`config.mk`:
```
export PLATFORM = sky130hd
export DESIGN_NAME = sm_serial_subtractor
export DESIGN_NICKNAME = d
export VERILOG_FILES = /design/src/rtl/sm_serial_subtractor.sv
export SDC_FILE = /design/constraint.sdc
export NUM_CORES = 1
export LEC_CHECK = 0
export CAP_MARGIN = 0
export CELL_PAD_IN_SITES_DETAIL_PLACEMENT = 1
export CELL_PAD_IN_SITES_GLOBAL_PLACEMENT = 1
export CORE_ASPECT_RATIO = 0.8
export CORE_MARGIN = 2
export CORE_UTILIZATION = 51
export DETAILED_ROUTE_END_ITERATION = 12
export DONT_BUFFER_PORTS = 1
export PLACE_DENSITY_LB_ADDON = 0.1
export SKIP_LAST_GASP = 1
export SLEW_MARGIN = 20
export SYNTH_ARGS = -nofsm -noshare
export SYNTH_HDL_FRONTEND = slang
export SYNTH_SLANG_ARGS = --single-unit
```
`constraint.sdc`:
```
create_clock -name clk -period 3 [get_ports clk]
set_input_delay 0.6 -clock clk [delete_from_list [all_inputs] [get_ports clk]]
set_output_delay 0.6 -clock clk [all_outputs]
set_load 0.005 [all_outputs]
```
`src/rtl/sm_serial_subtractor.sv`:
```
// Bit-serial a - b on sign-magnitude operands: converts to two's complement, then
// subtracts LSB first, one bit per clock, with a start/busy/done handshake.
module sm_serial_subtractor #(
  parameter int WIDTH = 8
) (
  input  logic             clk,
  input  logic             rst,
  input  logic             start,
  input  logic [WIDTH-1:0] a,
  input  logic [WIDTH-1:0] b,
  output logic             busy,
  output logic             done,
  output logic [WIDTH-1:0] result,
  output logic             ovf
);

  localparam int CW = (WIDTH > 1) ? $clog2(WIDTH) : 1;

  typedef enum logic [1:0] {IDLE, CONV, SHIFT, DONE} state_e;

  state_e           state_q, state_d;
  logic [WIDTH-1:0] opa_q, opa_d;
  logic [WIDTH-1:0] opb_q, opb_d;
  logic [WIDTH-1:0] shift_q, shift_d;
  logic [WIDTH-1:0] result_q, result_d;
  logic [CW-1:0]    count_q, count_d;
  logic             carry_q, carry_d;
  logic             ovf_q, ovf_d;
  logic             sum_bit, carry_nxt, last_bit;

  // Negating a zero magnitude wraps back to zero, so -0 needs no special case.
  function automatic logic [WIDTH-1:0] to_twos(input logic [WIDTH-1:0] x);
    logic [WIDTH-1:0] mag;
    mag = {1'b0, x[WIDTH-2:0]};
    return x[WIDTH-1] ? (~mag + WIDTH'(1)) : mag;
  endfunction

  assign sum_bit   = opa_q[0] ^ opb_q[0] ^ carry_q;
  assign carry_nxt = (opa_q[0] & opb_q[0]) | (opa_q[0] & carry_q) | (opb_q[0] & carry_q);
  assign last_bit  = (count_q == CW'(WIDTH - 1));

  // FSM: state register
  // NOTE: sequential state uses non-blocking (<=) so every register samples pre-edge values.
  always_ff @(posedge clk or posedge rst) begin
    if (rst) state_q <= IDLE;
    else     state_q <= state_d;
  end

  // FSM: next-state logic
  // NOTE: assigning a default before the case keeps every path covered, so no latch is inferred.
  always_comb begin
    state_d = state_q;
    case (state_q)
      IDLE:    if (start) state_d = CONV;
      CONV:    state_d = SHIFT;
      SHIFT:   if (last_bit) state_d = DONE;
      DONE:    state_d = IDLE;
      default: state_d = IDLE;
    endcase
  end

  // FSM: outputs decoded from state
  always_comb begin
    busy = (state_q == CONV) || (state_q == SHIFT);
    done = (state_q == DONE);
  end

  // Datapath next-state; result/ovf commit on the final SHIFT edge, i.e. on DONE entry.
  always_comb begin
    opa_d    = opa_q;
    opb_d    = opb_q;
    shift_d  = shift_q;
    count_d  = count_q;
    carry_d  = carry_q;
    result_d = result_q;
    ovf_d    = ovf_q;
    case (state_q)
      IDLE: begin
        if (start) begin
          opa_d = a;
          opb_d = b;
        end
      end
      CONV: begin
        opa_d   = to_twos(opa_q);
        opb_d   = ~to_twos(opb_q);
        carry_d = 1'b1;
        count_d = '0;
        shift_d = '0;
      end
      SHIFT: begin
        shift_d = {sum_bit, shift_q[WIDTH-1:1]};
        opa_d   = opa_q >> 1;
        opb_d   = opb_q >> 1;
        carry_d = carry_nxt;
        count_d = count_q + CW'(1);
        if (last_bit) begin
          result_d = {sum_bit, shift_q[WIDTH-1:1]};
          ovf_d    = carry_q ^ carry_nxt;
        end
      end
      default: ;
    endcase
  end

  always_ff @(posedge clk or posedge rst) begin
    if (rst) begin
      opa_q    <= '0;
      opb_q    <= '0;
      shift_q  <= '0;
      count_q  <= '0;
      carry_q  <= 1'b0;
      result_q <= '0;
      ovf_q    <= 1'b0;
    end else begin
      opa_q    <= opa_d;
      opb_q    <= opb_d;
      shift_q  <= shift_d;
      count_q  <= count_d;
      carry_q  <= carry_d;
      result_q <= result_d;
      ovf_q    <= ovf_d;
    end
  end

  assign result = result_q;
  assign ovf    = ovf_q;

endmodule

```
==> results.cfg <==
[sta]
setup_viol = 0
final-hold-violation-count = 0
worst_pin_slew_ps = 943
post-route-period-util = 0.811
period_needed_ps = 2430
finalMaxSlewViolations = 0
finalSetupTns_ps = 0
max_freq_mhz = 411
worst_slack_ps = 567
finClkSkew_ps = 7.38
maxSlewHeadroom = 0.370
rsz0062_at_grt = false

[worst_setup_path]
end_kind = output port
cp.required_ps = 2400
cp.arrival_ps = 1830
worstSetupEndpoint = busy
startpoint = state_q[0]$_DFFE_PP0P_
rrSetupSlack_ps = 670
path_class = reg2out
path_depth = 3
critPathMaxStageDelay_ps = 650
start_kind = register
r2r_cells = 5
path_cells = inv_1 > ha_1 > buf_4
cp_top_family = adder cells
path_buf_inv = 2
cp_max_fo = 29
r2r_start = state_q[0]$_DFFE_PP0P_
r2r-end = opa_q[6]$_DFFE_PP0P_
slowest_stage = ha_1

[cells_and_area]
nNetsFinal = 262
register_area_sq_um = 951
fin_cells = 289
diodes = 0
fill_cells = 472
multiInputGateArea_sq_um = 996
layout-drive-gt1-share = 0.0726
area_growth_pct = 8.07

[flow_run]
cap_violations = 0

[yosys]
synth_top_area_cell = dfrtp_1
synth-edff-count = 0
synth_top_area_share = 0.458
avgSynthCellArea_sq_um = 8.88
synth_area_sq_um = 2080
ys_types = 41
async_reset_ff_frac = 1.00
synthFlopType = dfrtp_1
synth.top_cells.by_area = dfrtp_1, o21ai_0, ha_1, nand2_1, inv_1
yosysSeqAreaShare = 0.458
syn-instance-count = 234
syn_nets = 263
ys.warnings.count = 0
synth-seq-cells = 38

[global_route]
grt_pass1_vias = 1901
grt_overflow = 0
grt_pass1_wl_um = 9060
grt_max_degree = 30
antenna_found_initial = 0
grtUsageTotal = 0.263

[cts]
cts_setup_buffers = 0
cts_tree = yes
cts.sink_count = 38
insertion_delay_ps = 290
postCtsHoldBufs = 0
numCtsBuffers = 5
clkTransAtPathRegs_ps = 90
post_cts_resized = 0
cts-root-buf = clkbuf_8
h-tree-depth = 2
clk_path_buf_depth = 2

[die]
core_area_sq_um = 3850
die_w_um = 75.4
ios = 30
die_h_um = 61.1
rows = 20
die-area_sq_um = 4600
initial_core_util = 0.539

[placement]
dp_hpwl_um = 3790
gp_congestion = 0.927
pre_cts_ws_ps = 704
portBuffers = 0
numPlacedInstances = 281

[route]
wl_per_cell_um = 19.0
drtPass1Iterations = 4
drt.antenna.violating_nets = 0
wirelength_um = 5480
vias = 1769
routed_via_density = 6.12
drt_iter0_markers = 165
drc = 0

[min_path]
hold_class = in2async

[power_and_ir_drop]
ir_drop_mv = 0.551
p_leak_nw = 0.988
p_per_area_nw_per_um2 = 1170

[status]
status = completed
[power by group]
part | switching (mW) | leakage [nW] | internal (mW)
clock | 0.201 | 0.0504 | 0.248
sequential | 0.166 | 0.498 | 0.659
combinational | 0.874 | 0.440 | 0.480
[sequential cells by signal, summed over array words and instances, names as in the netlist]
register	flops
shift_q	7
count_q	3
opa_q	8
opb_q	8
result	8
state_q	2
ovf	1
carry_q	1
[kinds of logic after synthesis]
family | Yosys count | synth area share
AND/OR/NAND/NOR | 76 | 0.178
adder cells (fa/ha/maj) | 10 | 0.0638
AO/OA/AOI/OAI | 72 | 0.223
multiplexers | 2 | 0.0108
buffers and inverters | 35 | 0.0632
XOR/XNOR | 1 | 0.00422
flip-flops | 38 | 0.458
[per-stage QoR]
stage	hold slack, ps	power [mW]	utilization	area (sq um)
2_1_floorplan	461	1.79	-	2080
3_3_place_gp	483	2.03	0.553	2130
3_5_place_dp	495	2.15	0.553	2130
4_1_cts	421	2.62	0.583	2250
5_1_grt	439	2.84	0.583	2250
6_report	404	2.63	0.583	2250
[worst min path at each step]
stage | startpoint | to | slack (ps)
final | rst | opb_q[6]$_DFFE_PP0P_ | 400
after global routing | rst | result[1]$_DFFE_PP0P_ | 440
after CTS | rst | opb_q[6]$_DFFE_PP0P_ | 420
after detailed placement | shift_q[4]$_DFFE_PP0N_ | shift_q[3]$_DFFE_PP0N_ | 490
after global placement | shift_q[5]$_DFFE_PP0N_ | shift_q[4]$_DFFE_PP0N_ | 480
after floorplan | count_q[2]$_DFFE_PP0N_ | count_q[2]$_DFFE_PP0N_ | 460
[layout make-up]
cell class | count | area share
timing repair buffer | 4 | 0.0134
tap | 55 | 0.0306
multi-input combinational | 161 | 0.443
sequential | 38 | 0.423
clock buffer | 5 | 0.0306
inverter | 23 | 0.0384
clock inverter | 3 | 0.0201
[routing by layer]
layer	wire (um)	vias to the layer above	GRT usage	part of all wire
li1	-	829	-	-
met1	2500	874	0.346	0.46
met2	2570	54	0.425	0.47
met3	304	12	0.0687	0.055
met4	99	0	0.0927	0.018
met5	0	-	0	0
[Yosys cell counts (2+ instances only)]
cell,count
a21oi_1,8
a221oi_1,4
a22o_1,2
a31oi_1,4
and3_1,7
clkbuf_1,11
dfrtp_1,38
ha_1,9
inv_1,23
mux2_2,2
nand2_1,24
nand2b_1,3
nand3_1,14
nor2_1,13
nor2b_1,4
nor3_1,3
nor4_1,2
o21ai_0,33
o22ai_1,2
o2bb2ai_1,4
o311a_1,2
o31ai_1,2
or3_1,2
[placed cells by master (no fill, tap or decap), drive strengths merged, types with 2 or more instances in the layout]
| cell | instances |
|---|---|
| a21oi | 8 |
| a221oi | 4 |
| a22o | 2 |
| a31oi | 4 |
| and3 | 8 |
| buf | 4 |
| clkbuf | 5 |
| clkinvlp | 2 |
| dfrtp | 38 |
| ha | 9 |
| inv | 23 |
| mux2 | 2 |
| nand2 | 24 |
| nand2b | 3 |
| nand3 | 14 |
| nor2 | 13 |
| nor2b | 4 |
| nor3 | 3 |
| nor4 | 2 |
| o21ai | 33 |
| o22ai | 2 |
| o2bb2ai | 4 |
| o311a | 2 |
| o31ai | 2 |
| or3 | 2 |
(Power assumes the default switching activity.)
